--- src/rtl/atm_ledger_arbiter_pkg.sv ---
// Shared constants for the ATM ledger arbiter: op codes, FSM state encoding and default widths.
package atm_pkg;

  localparam int DEFAULT_BALANCE_W = 20;
  localparam int DEFAULT_ACCT_W    = 4;

  typedef logic [1:0] op_t;
  typedef logic [1:0] state_t;

  localparam op_t OP_WITHDRAW = 2'b00;
  localparam op_t OP_DEPOSIT  = 2'b01;
  localparam op_t OP_BALANCE  = 2'b10;
  localparam op_t OP_RSVD     = 2'b11;

  localparam state_t ST_IDLE = 2'd0;
  localparam state_t ST_READ = 2'd1;
  localparam state_t ST_CALC = 2'd2;
  localparam state_t ST_RESP = 2'd3;

endpackage

--- src/rtl/atm_ledger_arbiter_rr_arbiter.sv ---
// Rotating-priority pick: first requester at or above the pointer, wrapping to 0.
module rr_arbiter #(
  parameter int NUM_ATM = 4,
  parameter int IDX_W   = (NUM_ATM > 1) ? $clog2(NUM_ATM) : 1
) (
  input  logic [NUM_ATM-1:0] req_i,
  input  logic [IDX_W-1:0]   ptr_i,
  output logic               valid_o,
  output logic [NUM_ATM-1:0] onehot_o,
  output logic [IDX_W-1:0]   idx_o
);

  localparam logic [IDX_W:0] N_W = (IDX_W+1)'(NUM_ATM);

  logic [IDX_W:0]   cand_s;
  logic [IDX_W-1:0] pos_s;

  // ptr_i < NUM_ATM and k < NUM_ATM, so one conditional subtract is a full modulo
  always_comb begin
    valid_o = 1'b0;
    idx_o   = '0;
    cand_s  = '0;
    pos_s   = '0;
    for (int k = 0; k < NUM_ATM; k++) begin
      cand_s = {1'b0, ptr_i} + (IDX_W+1)'(k);
      if (cand_s >= N_W) begin
        cand_s = cand_s - N_W;
      end else begin
        cand_s = cand_s;
      end
      pos_s = cand_s[IDX_W-1:0];
      if (!valid_o && req_i[pos_s]) begin
        valid_o = 1'b1;
        idx_o   = pos_s;
      end else begin
        valid_o = valid_o;
      end
    end
  end

  always_comb begin
    onehot_o = '0;
    if (valid_o) begin
      onehot_o[idx_o] = 1'b1;
    end else begin
      onehot_o = '0;
    end
  end

endmodule

--- src/rtl/atm_ledger_arbiter.sv ---
// Round-robin arbiter sharing one single-port ledger RAM between ATM terminals;
// each grant runs an atomic 4-cycle read-modify-write (IDLE, READ, CALC, RESP).
module atm_ledger_arbiter
  import atm_pkg::*;
#(
  parameter int NUM_ATM   = 4,
  parameter int BALANCE_W = DEFAULT_BALANCE_W,
  parameter int ACCT_W    = DEFAULT_ACCT_W
) (
  input  logic                          clk,
  input  logic                          rst,
  input  logic [NUM_ATM-1:0]            req,
  input  logic [2*NUM_ATM-1:0]          op,
  input  logic [ACCT_W*NUM_ATM-1:0]     acct,
  input  logic [BALANCE_W*NUM_ATM-1:0]  value,
  output logic [NUM_ATM-1:0]            gnt,
  output logic                          busy,
  output logic                          done,
  output logic [BALANCE_W-1:0]          rsp_balance,
  output logic                          rsp_error,
  output logic [ACCT_W-1:0]             mem_addr,
  output logic                          mem_rd_en,
  input  logic [BALANCE_W-1:0]          mem_rdata,
  output logic                          mem_wr_en,
  output logic [BALANCE_W-1:0]          mem_wdata
);

  localparam int               IDX_W    = (NUM_ATM > 1) ? $clog2(NUM_ATM) : 1;
  localparam logic [IDX_W-1:0] LAST_IDX = IDX_W'(NUM_ATM - 1);

  state_t                 state_q, state_d;
  logic [IDX_W-1:0]       ptr_q, ptr_d;
  logic [NUM_ATM-1:0]     gnt_q, gnt_d;
  logic                   done_q, done_d;
  logic [BALANCE_W-1:0]   rsp_balance_q, rsp_balance_d;
  logic                   rsp_error_q, rsp_error_d;
  op_t                    op_q, op_d;
  logic [ACCT_W-1:0]      acct_q, acct_d;
  logic [BALANCE_W-1:0]   value_q, value_d;

  logic                   win_valid_s;
  logic [NUM_ATM-1:0]     win_onehot_s;
  logic [IDX_W-1:0]       win_idx_s;
  logic [BALANCE_W:0]     sum_s;
  logic                   wr_ok_s;
  logic                   calc_err_s;
  logic [BALANCE_W-1:0]   calc_res_s;

  rr_arbiter #(
    .NUM_ATM (NUM_ATM),
    .IDX_W   (IDX_W)
  ) u_rr (
    .req_i    (req),
    .ptr_i    (ptr_q),
    .valid_o  (win_valid_s),
    .onehot_o (win_onehot_s),
    .idx_o    (win_idx_s)
  );

  // Deposit sum carries one extra bit so overflow is a simple carry test
  always_comb begin
    sum_s      = {1'b0, mem_rdata} + {1'b0, value_q};
    wr_ok_s    = 1'b0;
    calc_err_s = 1'b0;
    calc_res_s = mem_rdata;
    case (op_q)
      OP_WITHDRAW: begin
        if (value_q > mem_rdata) begin
          calc_err_s = 1'b1;
        end else begin
          wr_ok_s    = 1'b1;
          calc_res_s = mem_rdata - value_q;
        end
      end
      OP_DEPOSIT: begin
        if (sum_s[BALANCE_W]) begin
          calc_err_s = 1'b1;
        end else begin
          wr_ok_s    = 1'b1;
          calc_res_s = sum_s[BALANCE_W-1:0];
        end
      end
      OP_BALANCE: calc_err_s = 1'b0;
      default:    calc_err_s = 1'b1;
    endcase
  end

  always_comb begin
    state_d       = state_q;
    ptr_d         = ptr_q;
    gnt_d         = gnt_q;
    done_d        = 1'b0;
    rsp_balance_d = rsp_balance_q;
    rsp_error_d   = rsp_error_q;
    op_d          = op_q;
    acct_d        = acct_q;
    value_d       = value_q;
    case (state_q)
      ST_IDLE: begin
        if (win_valid_s) begin
          state_d = ST_READ;
          gnt_d   = win_onehot_s;
          ptr_d   = (win_idx_s == LAST_IDX) ? '0 : win_idx_s + IDX_W'(1);
          op_d    = op[int'(win_idx_s)*2 +: 2];
          acct_d  = acct[int'(win_idx_s)*ACCT_W +: ACCT_W];
          value_d = value[int'(win_idx_s)*BALANCE_W +: BALANCE_W];
        end else begin
          gnt_d = '0;
        end
      end
      ST_READ: state_d = ST_CALC;
      ST_CALC: begin
        state_d       = ST_RESP;
        done_d        = 1'b1;
        rsp_balance_d = calc_res_s;
        rsp_error_d   = calc_err_s;
      end
      ST_RESP: begin
        state_d = ST_IDLE;
        gnt_d   = '0;
      end
      default: begin
        state_d = ST_IDLE;
        gnt_d   = '0;
      end
    endcase
  end

  always_ff @(posedge clk or posedge rst) begin
    if (rst) begin
      state_q       <= ST_IDLE;
      ptr_q         <= '0;
      gnt_q         <= '0;
      done_q        <= 1'b0;
      rsp_balance_q <= '0;
      rsp_error_q   <= 1'b0;
      op_q          <= OP_WITHDRAW;
      acct_q        <= '0;
      value_q       <= '0;
    end else begin
      state_q       <= state_d;
      ptr_q         <= ptr_d;
      gnt_q         <= gnt_d;
      done_q        <= done_d;
      rsp_balance_q <= rsp_balance_d;
      rsp_error_q   <= rsp_error_d;
      op_q          <= op_d;
      acct_q        <= acct_d;
      value_q       <= value_d;
    end
  end

  // Memory strobes decode from the state so reset drops them immediately
  assign gnt         = gnt_q;
  assign busy        = (state_q != ST_IDLE);
  assign done        = done_q;
  assign rsp_balance = rsp_balance_q;
  assign rsp_error   = rsp_error_q;
  assign mem_rd_en   = (state_q == ST_READ);
  assign mem_wr_en   = (state_q == ST_CALC) && wr_ok_s;
  assign mem_addr    = ((state_q == ST_READ) || (state_q == ST_CALC)) ? acct_q : '0;
  assign mem_wdata   = mem_wr_en ? calc_res_s : '0;

endmodule

--- config.mk ---
export PLATFORM = sky130hd
export DESIGN_NAME = atm_ledger_arbiter
export DESIGN_NICKNAME = d
export VERILOG_FILES = /design/src/rtl/atm_ledger_arbiter_pkg.sv /design/src/rtl/atm_ledger_arbiter_rr_arbiter.sv /design/src/rtl/atm_ledger_arbiter.sv
export SDC_FILE = /design/constraint.sdc
export NUM_CORES = 1
export LEC_CHECK = 0
export BUFFER_PORTS_ARGS = -buffer_cell sky130_fd_sc_hd__buf_2
export CORE_UTILIZATION = 40
export CTS_CLUSTER_DIAMETER = 200
export CTS_CLUSTER_SIZE = 10
export DETAILED_ROUTE_END_ITERATION = 10
export PLACE_DENSITY = 0.69
export REMOVE_ABC_BUFFERS = 1
export SLEW_MARGIN = 20
export SYNTH_ARGS = -nofsm -noshare
export SYNTH_HDL_FRONTEND = slang
export SYNTH_HIERARCHICAL = 1
export SYNTH_SLANG_ARGS = --single-unit
export TNS_END_PERCENT = 1
--- constraint.sdc ---
create_clock -name clk -period 5.25 [get_ports clk]
set_input_delay 0.525 -clock clk [delete_from_list [all_inputs] [get_ports clk]]
set_output_delay 0.525 -clock clk [all_outputs]
set_load 0.1 [all_outputs]
==> impl_metrics.tcl <==
set metrics [dict create \
    groute.usage.overall 0.232 \
    r2r-end "rsp_balance[0]" \
    max_freq_mhz 217 \
    cts_resized 0 \
    wl_um 16500 \
    synth.largest_area_cell "dfrtp_1" \
    synth_flop_cell "dfrtp_1" \
    io-pin-count 183 \
    path_max_fanout 17 \
    die_w_um 122 \
    async_flop_share 1.00 \
    grt_setup_unrepaired "false" \
    io_buffer_count 182 \
    path_cells "inv_1 -> ha_1 -> nor3b_1 -> o31a_1 -> o2111a_2 -> nor3_4 -> o21ba_1 -> nor2_2 -> nand2_1 -> o211a_1 -> nor2_1 -> buf_2" \
    syn_avg_cell_area_um2 9.10 \
    num_vias 5490 \
    grt_pass1_wl_um 26700 \
    syn2layout_area_growth_pct 19.9 \
    yosys-top-cells-area "dfrtp_1 25%, mux4_2 10%, ha_1 10%" \
    slew_headroom 0.327 \
    crit_required_ps 4720 \
    core_um2 13900 \
    cts_root_buffer "clkbuf_16" \
    hold_viol 0 \
    grt_max_degree 57 \
    wl_per_cell_um 17.1 \
    placed_area_um2 6700 \
    antenna_found_initial 1 \
    drcViolationCount 0 \
    r2r_slack_ps 1620 \
    fin_hold_ws_ps 415 \
    worst_pin_slew_ps 1010 \
    hpwl_um 13300 \
    path_clk_slew_ps 70 \
    crit_path_max_incr_delay_ps 850 \
    row_count 43 \
    setup_viol 0 \
    dieArea_um2 14800 \
    crit_path_start_kind "flip-flop" \
    synth_most_common_cell "nor2_1" \
    dr.pass1.iters 5 \
    post_cts_buffers 0 \
    clock_sinks 56 \
    layout-drive-gt1-share 0.377 \
    cp-end-kind "output port" \
    grt_pass1_vias 5338 \
    worstPathArrival_ps 4090 \
    nets 962 \
    max-clock-path-buffers 2 \
    cts_tree "built" \
    fin_area_um2 6850 \
    cp_slowest_cell "nor2_2" \
    die_h_um 122 \
    cts_hold_buf 0 \
    reg2regPathDepth 10 \
    min_period_ps 4610 \
    syn_inst 628 \
    outcome "finished clean" \
    clk-insertion-delay-late_ps 300 \
    start_util 0.410 \
    fin_crit_sh 0.878 \
    synth.distinct_cells 84 \
    drt-vias-per-instance 5.68 \
    seq_area_frac_synth 0.245 \
    ys_ff_latch 56 \
    gr-total-overflow 0 \
    drv_slew 0 \
    ant_nets 0 \
    synth_edf_count 0 \
    gp_congestion 0.940 \
    synthTopCellsByCount "63 x nor2_1, 56 x dfrtp_1, 49 x a21oi_1" \
    ys_warn_count 6 \
    skew_ps 4.79 \
    crit_type "flip-flop to output port" \
    htree_levels 2 \
    synth_top_area_frac 0.245 \
    timing.rr.start "value_q[3]" \
    maxCapViolCount 0 \
    dr.first_iter.drc_count 296 \
    syn_area_um2 5720 \
    hp-class "input pin to asynchronous set/reset pin" \
    cts_buffers 5 \
]
[placed cells by master, fill, tap and decap left out, drive strengths merged, types with 4 or more instances in the layout]
master | synthesis | routed
o31ai | 6 | 6
nand2b | 8 | 8
o21ai | 34 | 34
a221o | 7 | 7
mux4 | 26 | 26
a21o | 5 | 5
a21oi | 50 | 50
and2 | 10 | 10
nand2 | 48 | 48
a22oi | 10 | 10
buf | 27 | 191
nor2 | 64 | 64
nand3 | 5 | 5
ha | 46 | 46
o211ai | 9 | 9
a211oi | 4 | 4
nor3 | 12 | 12
o221ai | 7 | 7
o21ba | 4 | 4
clkbuf | 15 | 5
nor2b | 11 | 11
a221oi | 6 | 6
a31oi | 8 | 8
dfrtp | 56 | 56
o22ai | 7 | 7
inv | 48 | 48
mux2 | 32 | 32
o21a | 5 | 5
o21bai | 6 | 6
[cells by family (layout without fill, tap and decap cells)]
group / after synthesis / in the layout / share of synthesized area
fa+ha+maj: 48 / 48 / 0.108
other cells: 0 / 1 / 0
simple gates: 174 / 174 / 0.146
xor+xnor: 4 / 4 / 0.00613
mux: 60 / 60 / 0.169
compound gates: 196 / 196 / 0.254
buf+inv: 90 / 247 / 0.0729
flops: 56 / 56 / 0.245
[registers in the layout, summed over array words and instances (netlist names)]
register     count
done             1
rsp_error        1
state_q          2
value_q         20
acct_q           4
op_q             2
ptr_q            2
rsp_balance     20
gnt              4
[per-stage QoR]
step | std cells | setup slack (ps) | util | setup TNS [ps]
after floorplan | 586 | -258 | - | -6830
after global placement | 957 | 792 | 0.481 | 0
after detailed placement | 957 | 761 | 0.481 | 0
after CTS | 965 | 650 | 0.492 | 0
after global routing | 966 | 356 | 0.492 | 0
final | 966 | 639 | 0.492 | 0
[area by class of cell]
| class | instances | area [um2] |
|---|---|---|
| fillers | 1323 | 7080 |
| multi-input cells | 482 | 3920 |
| flip-flops and latches | 56 | 1400 |
| repair buffers | 191 | 978 |
| well taps | 180 | 225 |
| inverters | 48 | 180 |
| clock buffers | 5 | 125 |
| clock inverters | 3 | 23.8 |
| diodes | 1 | 2.50 |
[worst max-delay path: cells and delay by family (launching register included)]
kind,cells,cell delay (ps)
and+or+nand+nor,5,1460
AOI/OAI and AO/OA,4,990
buffers and inverters,2,510
DFF,1,420
adders and majority gates,1,390
[how the worst max path moves through the flow]
stage | startpoint | endpoint
finish | value_q[3] | mem_wdata[13]
global route | value_q[3] | mem_wdata[5]
CTS | value_q[3] | mem_wdata[13]
detailed placement | mem_rdata[0] | mem_wdata[5]
global placement | mem_rdata[0] | mem_wdata[5]
floorplan | req[3] | acct_q[0]
[layer usage]
layer	routed length, um	vias to the layer above	global-route usage	part of all wire
met5	0	-	0	0
li1	-	2615	-	-
met3	1060	21	0.0356	0.064
met4	395	0	0.0818	0.024
met1	7110	2636	0.310	0.43
met2	7960	218	0.381	0.48
Power is left out: the tool's default activity adds up to more than one toggle a clock period on the data nets, which glitch-free logic cannot reach.
